### config.mk
export PLATFORM = sky130hd
export DESIGN_NAME = mem_arbiter
export DESIGN_NICKNAME = d
export VERILOG_FILES = /design/src/rtl/mem_arbiter.sv
export SDC_FILE = /design/constraint.sdc
export NUM_CORES = 1
export LEC_CHECK = 0
export BUFFER_PORTS_ARGS = -buffer_cell sky130_fd_sc_hd__buf_2
export CAP_MARGIN = 20
export CELL_PAD_IN_SITES_DETAIL_PLACEMENT = 1
export CELL_PAD_IN_SITES_GLOBAL_PLACEMENT = 1
export CORE_MARGIN = 2
export CORE_UTILIZATION = 34
export CTS_CLUSTER_SIZE = 25
export DETAILED_ROUTE_END_ITERATION = 8
export PLACE_DENSITY_LB_ADDON = 0.1
export SETUP_SLACK_MARGIN = 0.5
export SKIP_CTS_REPAIR_TIMING = 1
export SLEW_MARGIN = 15
export SYNTH_ARGS = -nofsm -noshare
export SYNTH_HDL_FRONTEND = slang
export SYNTH_SLANG_ARGS = --single-unit
export TNS_END_PERCENT = 30
### constraint.sdc
create_clock -name clk -period 2.9 [get_ports clk]
set_clock_uncertainty 0.05 [all_clocks]
set_input_delay 0.145 -clock clk [delete_from_list [all_inputs] [get_ports clk]]
set_output_delay 0.145 -clock clk [all_outputs]
set_load 0.02 [all_outputs]
### src/rtl/mem_arbiter.sv
// mem_arbiter: two-requester arbiter (instruction cache, data cache) in front
// of a single shared memory bus. One transaction is outstanding at a time.
// The data side normally wins contention. A saturating starvation counter
// hands the bus to the instruction side after STARVE_LIMIT data grants
// that were made while an instruction request was waiting.
// All outputs are registered.

module mem_arbiter #(
  parameter int STARVE_LIMIT = 4
) (
  input  logic        clk,
  input  logic        reset_n,
  input  logic        IC_REQ_SI,
  input  logic [31:0] IC_ADR_SI,
  output logic        IC_ACK_SA,
  output logic [31:0] IC_RDATA_SA,
  input  logic        DC_REQ_SM,
  input  logic [31:0] DC_ADR_SM,
  input  logic        DC_WE_SM,
  input  logic [31:0] DC_WDATA_SM,
  input  logic [3:0]  DC_BE_SM,
  output logic        DC_ACK_SA,
  output logic [31:0] DC_RDATA_SA,
  output logic        MEM_REQ_SA,
  output logic [31:0] MEM_ADR_SA,
  output logic        MEM_WE_SA,
  output logic [31:0] MEM_WDATA_SA,
  output logic [3:0]  MEM_BE_SA,
  input  logic        MEM_ACK_SX,
  input  logic [31:0] MEM_RDATA_SX
);

  localparam int CNT_W = $clog2(STARVE_LIMIT + 1);

  // FSM encoding; value 2'd3 is unused and recovers to IDLE.
  localparam logic [1:0] IDLE   = 2'd0;
  localparam logic [1:0] BUSY_I = 2'd1;
  localparam logic [1:0] BUSY_D = 2'd2;

  localparam logic [CNT_W-1:0] STARVE_MAX = CNT_W'(STARVE_LIMIT);
  localparam logic [CNT_W-1:0] CNT_ONE    = CNT_W'(1);
  localparam logic [CNT_W-1:0] CNT_ZERO   = {CNT_W{1'b0}};

  logic [1:0]       state_r;
  logic [1:0]       next_state_s;
  logic [CNT_W-1:0] starve_cnt;

  logic i_elig_s;
  logic d_elig_s;
  logic starved_s;
  logic grant_i_s;
  logic grant_d_s;
  logic busy_s;
  logic state_legal_s;
  logic done_i_s;
  logic done_d_s;

  // Eligibility: only in IDLE, and a side still showing its ACK is masked so
  // a requester that holds REQ into its ACK cycle cannot be re-granted.
  always_comb begin
    i_elig_s = 1'b0;
    d_elig_s = 1'b0;
    if (state_r == IDLE) begin
      i_elig_s = IC_REQ_SI & ~IC_ACK_SA;
      d_elig_s = DC_REQ_SM & ~DC_ACK_SA;
    end else begin
      i_elig_s = 1'b0;
      d_elig_s = 1'b0;
    end
  end

  // Grant decision: data side first unless the instruction side has waited
  // through STARVE_LIMIT data grants.
  always_comb begin
    starved_s = (starve_cnt == STARVE_MAX);
    grant_d_s = d_elig_s & (~i_elig_s | ~starved_s);
    grant_i_s = i_elig_s & ~grant_d_s;
  end

  // Completion decode: a bus ack only counts while a transaction is open.
  always_comb begin
    busy_s        = (state_r == BUSY_I) || (state_r == BUSY_D);
    state_legal_s = (state_r == IDLE) || busy_s;
    done_i_s      = (state_r == BUSY_I) & MEM_ACK_SX;
    done_d_s      = (state_r == BUSY_D) & MEM_ACK_SX;
  end

  // Next-state logic for the IDLE / BUSY_I / BUSY_D sequencer.
  always_comb begin
    next_state_s = state_r;
    case (state_r)
      IDLE: begin
        if (grant_d_s) begin
          next_state_s = BUSY_D;
        end else if (grant_i_s) begin
          next_state_s = BUSY_I;
        end else begin
          next_state_s = IDLE;
        end
      end
      BUSY_I, BUSY_D: begin
        if (MEM_ACK_SX) begin
          next_state_s = IDLE;
        end else begin
          next_state_s = state_r;
        end
      end
      default: begin
        next_state_s = IDLE;
      end
    endcase
  end

  // State register.
  always_ff @(posedge clk) begin
    if (!reset_n) begin
      state_r <= IDLE;
    end else begin
      state_r <= next_state_s;
    end
  end

  // Starvation counter: counts data grants made while the instruction side
  // is requesting, saturates at the limit, clears otherwise on any grant.
  always_ff @(posedge clk) begin
    if (!reset_n) begin
      starve_cnt <= CNT_ZERO;
    end else if (grant_d_s) begin
      if (!IC_REQ_SI) begin
        starve_cnt <= CNT_ZERO;
      end else if (starved_s) begin
        starve_cnt <= starve_cnt;
      end else begin
        starve_cnt <= starve_cnt + CNT_ONE;
      end
    end else if (grant_i_s) begin
      starve_cnt <= CNT_ZERO;
    end else begin
      starve_cnt <= starve_cnt;
    end
  end

  // Bus request and payload: captured at grant, frozen for the whole busy
  // period, request dropped on completion. The payload keeps its last value
  // between transactions.
  always_ff @(posedge clk) begin
    if (!reset_n) begin
      MEM_REQ_SA   <= 1'b0;
      MEM_ADR_SA   <= 32'h0000_0000;
      MEM_WE_SA    <= 1'b0;
      MEM_WDATA_SA <= 32'h0000_0000;
      MEM_BE_SA    <= 4'h0;
    end else if (grant_d_s) begin
      MEM_REQ_SA   <= 1'b1;
      MEM_ADR_SA   <= DC_ADR_SM;
      MEM_WE_SA    <= DC_WE_SM;
      MEM_WDATA_SA <= DC_WDATA_SM;
      MEM_BE_SA    <= DC_BE_SM;
    end else if (grant_i_s) begin
      // Instruction fetches are always full-word reads.
      MEM_REQ_SA   <= 1'b1;
      MEM_ADR_SA   <= IC_ADR_SI;
      MEM_WE_SA    <= 1'b0;
      MEM_WDATA_SA <= 32'h0000_0000;
      MEM_BE_SA    <= 4'hF;
    end else if (done_i_s || done_d_s || !state_legal_s) begin
      MEM_REQ_SA   <= 1'b0;
    end else begin
      MEM_REQ_SA   <= MEM_REQ_SA;
    end
  end

  // Instruction-side completion: one-cycle ack pulse, read data held until
  // the next instruction-side completion.
  always_ff @(posedge clk) begin
    if (!reset_n) begin
      IC_ACK_SA   <= 1'b0;
      IC_RDATA_SA <= 32'h0000_0000;
    end else begin
      IC_ACK_SA <= done_i_s;
      if (done_i_s) begin
        IC_RDATA_SA <= MEM_RDATA_SX;
      end else begin
        IC_RDATA_SA <= IC_RDATA_SA;
      end
    end
  end

  // Data-side completion: one-cycle ack pulse, read data held until the next
  // data-side completion (meaningless after a store).
  always_ff @(posedge clk) begin
    if (!reset_n) begin
      DC_ACK_SA   <= 1'b0;
      DC_RDATA_SA <= 32'h0000_0000;
    end else begin
      DC_ACK_SA <= done_d_s;
      if (done_d_s) begin
        DC_RDATA_SA <= MEM_RDATA_SX;
      end else begin
        DC_RDATA_SA <= DC_RDATA_SA;
      end
    end
  end

endmodule

==> load_flow_metrics.sql <==
INSERT INTO impl_metrics (metric_group, metric, value, unit) VALUES
('cells_and_area', 'postLayoutCoreUtil', '56.3', '%'),
('sta', 'timing_worst_slew_pin_value', '0.723', 'ns'),
('place', 'numPortBuffers', '273', ''),
('sta', 'hold_slack_final', '-0.0124', 'ns'),
('global_routing', 'grt_start_max_net_pins', '57', ''),
('synthesis', 'synthArstFlopShare', '0', '%'),
('place', 'post-place-cells', '1118', ''),
('drt', 'routed_wire_per_std_cell', '18.3', 'microns'),
('power', 'power.density_cell_area', '623', 'nW/um^2'),
('worst_setup_path', 'timing_worst_setup_path_type', 'flop to flop', ''),
('sta', 'setup_repair_after_global_routing_missed_its_margin', 'false', ''),
('status', 'violations', 'negative hold slack', ''),
('drt', 'via_density_per_instance', '5.20', ''),
('flow_run', 'cap_violations', '0', ''),
('cells_and_area', 'layout.filler_cells', '1933', ''),
('clock_network', 'clkSlewWorstSetupHoldPaths', '0.06', 'ns'),
('cells_and_area', 'mostFrequentLayoutCells', 'sky130_fd_sc_hd__buf_2 (273), sky130_fd_sc_hd__dfxtp_1 (141), sky130_fd_sc_hd__nand2_1 (134)', ''),
('floorplanning', 'initial_core_util', '34.9', '%'),
('synthesis', 'postSynthAreaPerCell', '8.23', 'sq um'),
('place', 'sum_of_net_half_perimeters_after_detailed_placement', '14000', 'microns'),
('synthesis', 'yosysTopAreaCellShare', '50.8', '%'),
('worst_setup_path', 'timing.critical_path.slowest_cell_delay', '0.53', 'ns'),
('cells_and_area', 'fin_nets', '1195', ''),
('worst_setup_path', 'cp_data_required_time', '3.13', 'ns'),
('clock_network', 'tritoncts_clock_tree', 'built', ''),
('clock_network', 'insertion_delay', '0.41', 'ns'),
('synthesis', 'synth_edf_count', '0', ''),
('global_routing', 'antenna_found_initial', '1', ''),
('synthesis', 'postSynthNetCount', '820', ''),
('sta', 'hold_viol_final', '2', ''),
('synthesis', 'postSynth.topFlopCell', 'sky130_fd_sc_hd__dfxtp_1', ''),
('status', 'status', 'finished with violations', ''),
('synthesis', 'post_synthesis_cell_count', '676', ''),
('drt', 'final_antenna_net_count', '0', ''),
('cells_and_area', 'syn2layout_area_growth', '61.3', '%'),
('synthesis', 'yosys_register_bits', '141', ''),
('power', 'power_leakage', '3.97', 'nW'),
('drt', 'total_vias_in_the_final_route', '6650', ''),
('cells_and_area', 'antenna-diode-count', '0', ''),
('sta', 'timing.final.crit_share', '78.2', '%'),
('cells_and_area', 'register_area', '2820', 'sq um'),
('floorplanning', 'floorplan.core_area', '15900', 'sq um'),
('cells_and_area', 'drive_above_1_share', '31.3', '%'),
('floorplanning', 'die_h', '132', 'microns'),
('worst_setup_path', 'crit_chain', 'inv_1 -> ha_1 -> nand3b_1 -> buf_4 -> o21ai_0 -> a31oi_1', ''),
('worst_setup_path', 'endpoint_kind', 'flop', ''),
('cells_and_area', 'mostFrequentLayoutCell', 'sky130_fd_sc_hd__buf_2', ''),
('worst_setup_path', 'setup.worst_path.start_class', 'flop', ''),
('clock_network', 'numCtsBuffers', '17', ''),
('floorplanning', 'design.die.area', '17400', 'sq um'),
('sta', 'setup-tns-final', '0', 'ns'),
('place', 'place.gp.congestion', '0.782', ''),
('sta', 'finalSetupViolCount', '0', ''),
('cells_and_area', 'stdcell_count', '1280', ''),
('sta', 'timing.fmax', '441', 'MHz'),
('drt', 'drcViolationCount', '0', ''),
('global_routing', 'grt_first_pass_wirelength', '32700', 'microns'),
('clock_network', 'clk_path_buf_depth', '2', ''),
('clock_network', 'clkSinkCount', '141', ''),
('sta', 'slew_headroom', '51.6', '%'),
('power', 'worst_ir_drop_vdd', '0.000404', 'V'),
('worst_setup_path', 'cp.arrival', '2.50', 'ns'),
('clock_network', 'cts_max_level', '4', ''),
('global_routing', 'gr-total-overflow', '0', ''),
('drt', 'drt-pass1-iter-count', '5', ''),
('hold_path', 'hold_path.class', 'primary input to flop', ''),
('global_routing', 'via_count_of_the_first_global_routing_pass', '6299', ''),
('synthesis', 'synth.yosys.warnings', '0', ''),
('synthesis', 'unique_masters_post_synth', '33', ''),
('synthesis', 'synth_area_leader_cell', 'sky130_fd_sc_hd__dfxtp_1', ''),
('drt', 'drt-initial-drc-count', '334', '');
-- path summary, 6_finish.rpt --
kind,start,cells after the start,endpoint,slack (ns)
max reg2reg,state_r[0],6,MEM_ADR_SA[11],0.63
min,IC_ADR_SI[6],3,MEM_ADR_SA[6],-0.01
min reg2reg,IC_RDATA_SA[19],2,IC_RDATA_SA[19],0.40
max,state_r[0],6,MEM_ADR_SA[11],0.63
-- per-layer routing --
layer | GRT usage (%) | wire length [microns] | vias up
met1 | 26.0 | 9410 | 3208
met5 | 0 | 13 | -
met4 | 8.57 | 473 | 2
met3 | 8.84 | 1630 | 45
li1 | - | - | 3128
met2 | 38.9 | 12000 | 267
-- where the power goes --
part           switching [mW]  internal [mW]  leakage, nW
clock                   0.848           1.48        0.307
sequential             0.0802           2.08         1.15
combinational           0.664          0.439         2.51
-- metrics by stage --
stage / power, mW / area, sq um / worst slack (ns)
after floorplan: 2.76 / 5560 / 1.33
after global placement: 3.10 / 7050 / 0.855
after detailed placement: 3.13 / 7050 / 0.757
after CTS: 5.46 / 7670 / 0.747
after global routing: 5.82 / 8970 / 0.399
final: 5.59 / 8970 / 0.632
-- state kept, by name, indices dropped and copies added, names as in the netlist --
register,cells
MEM_REQ_SA,1
IC_RDATA_SA,32
DC_RDATA_SA,32
MEM_ADR_SA,32
starve_cnt,3
MEM_WDATA_SA,32
MEM_BE_SA,4
state_r,2
MEM_WE_SA,1
DC_ACK_SA,1
IC_ACK_SA,1
-- layout make-up --
class	instances	share of cell area, %
timing repair buffer	423	31.5
inverter	6	0.265
clock buffer	21	5.13
tap	216	3.01
clock inverter	11	1.84
sequential	141	31.5
multi-input combinational	462	26.7
-- kinds of logic (layout without fill, tap and decap cells) --
family | after synthesis | in the layout | share of synthesized area [%]
DFF | 141 | 141 | 50.8
muxes | 1 | 1 | 0.202
buffers and inverters | 73 | 461 | 6.12
adders and majority gates | 6 | 6 | 1.35
AOI/OAI and AO/OA | 205 | 205 | 21.5
and+or+nand+nor | 250 | 250 | 20.1
-- critical path, delay by kind of cell, from the launching register on --
kind,cells,cell delay (ns)
buffers and inverters,2,0.52
AND/OR/NAND/NOR,1,0.53
adder cells (fa/ha/maj),1,0.22
flip-flops,1,0.34
AO/OA/AOI/OAI,2,0.47
-- cell usage after synthesis (4+ instances only) --
| cell type | instances |
|---|---|
| sky130_fd_sc_hd__nand2_1 | 134 |
| sky130_fd_sc_hd__o31ai_1 | 32 |
| sky130_fd_sc_hd__buf_2 | 28 |
| sky130_fd_sc_hd__inv_1 | 6 |
| sky130_fd_sc_hd__a21oi_1 | 99 |
| sky130_fd_sc_hd__dfxtp_1 | 141 |
| sky130_fd_sc_hd__o221a_2 | 4 |
| sky130_fd_sc_hd__clkbuf_1 | 30 |
| sky130_fd_sc_hd__a31oi_1 | 33 |
| sky130_fd_sc_hd__buf_4 | 4 |
| sky130_fd_sc_hd__ha_1 | 6 |
| sky130_fd_sc_hd__o21ai_0 | 32 |
| sky130_fd_sc_hd__nand3_1 | 100 |
(Power assumes the default switching activity.)
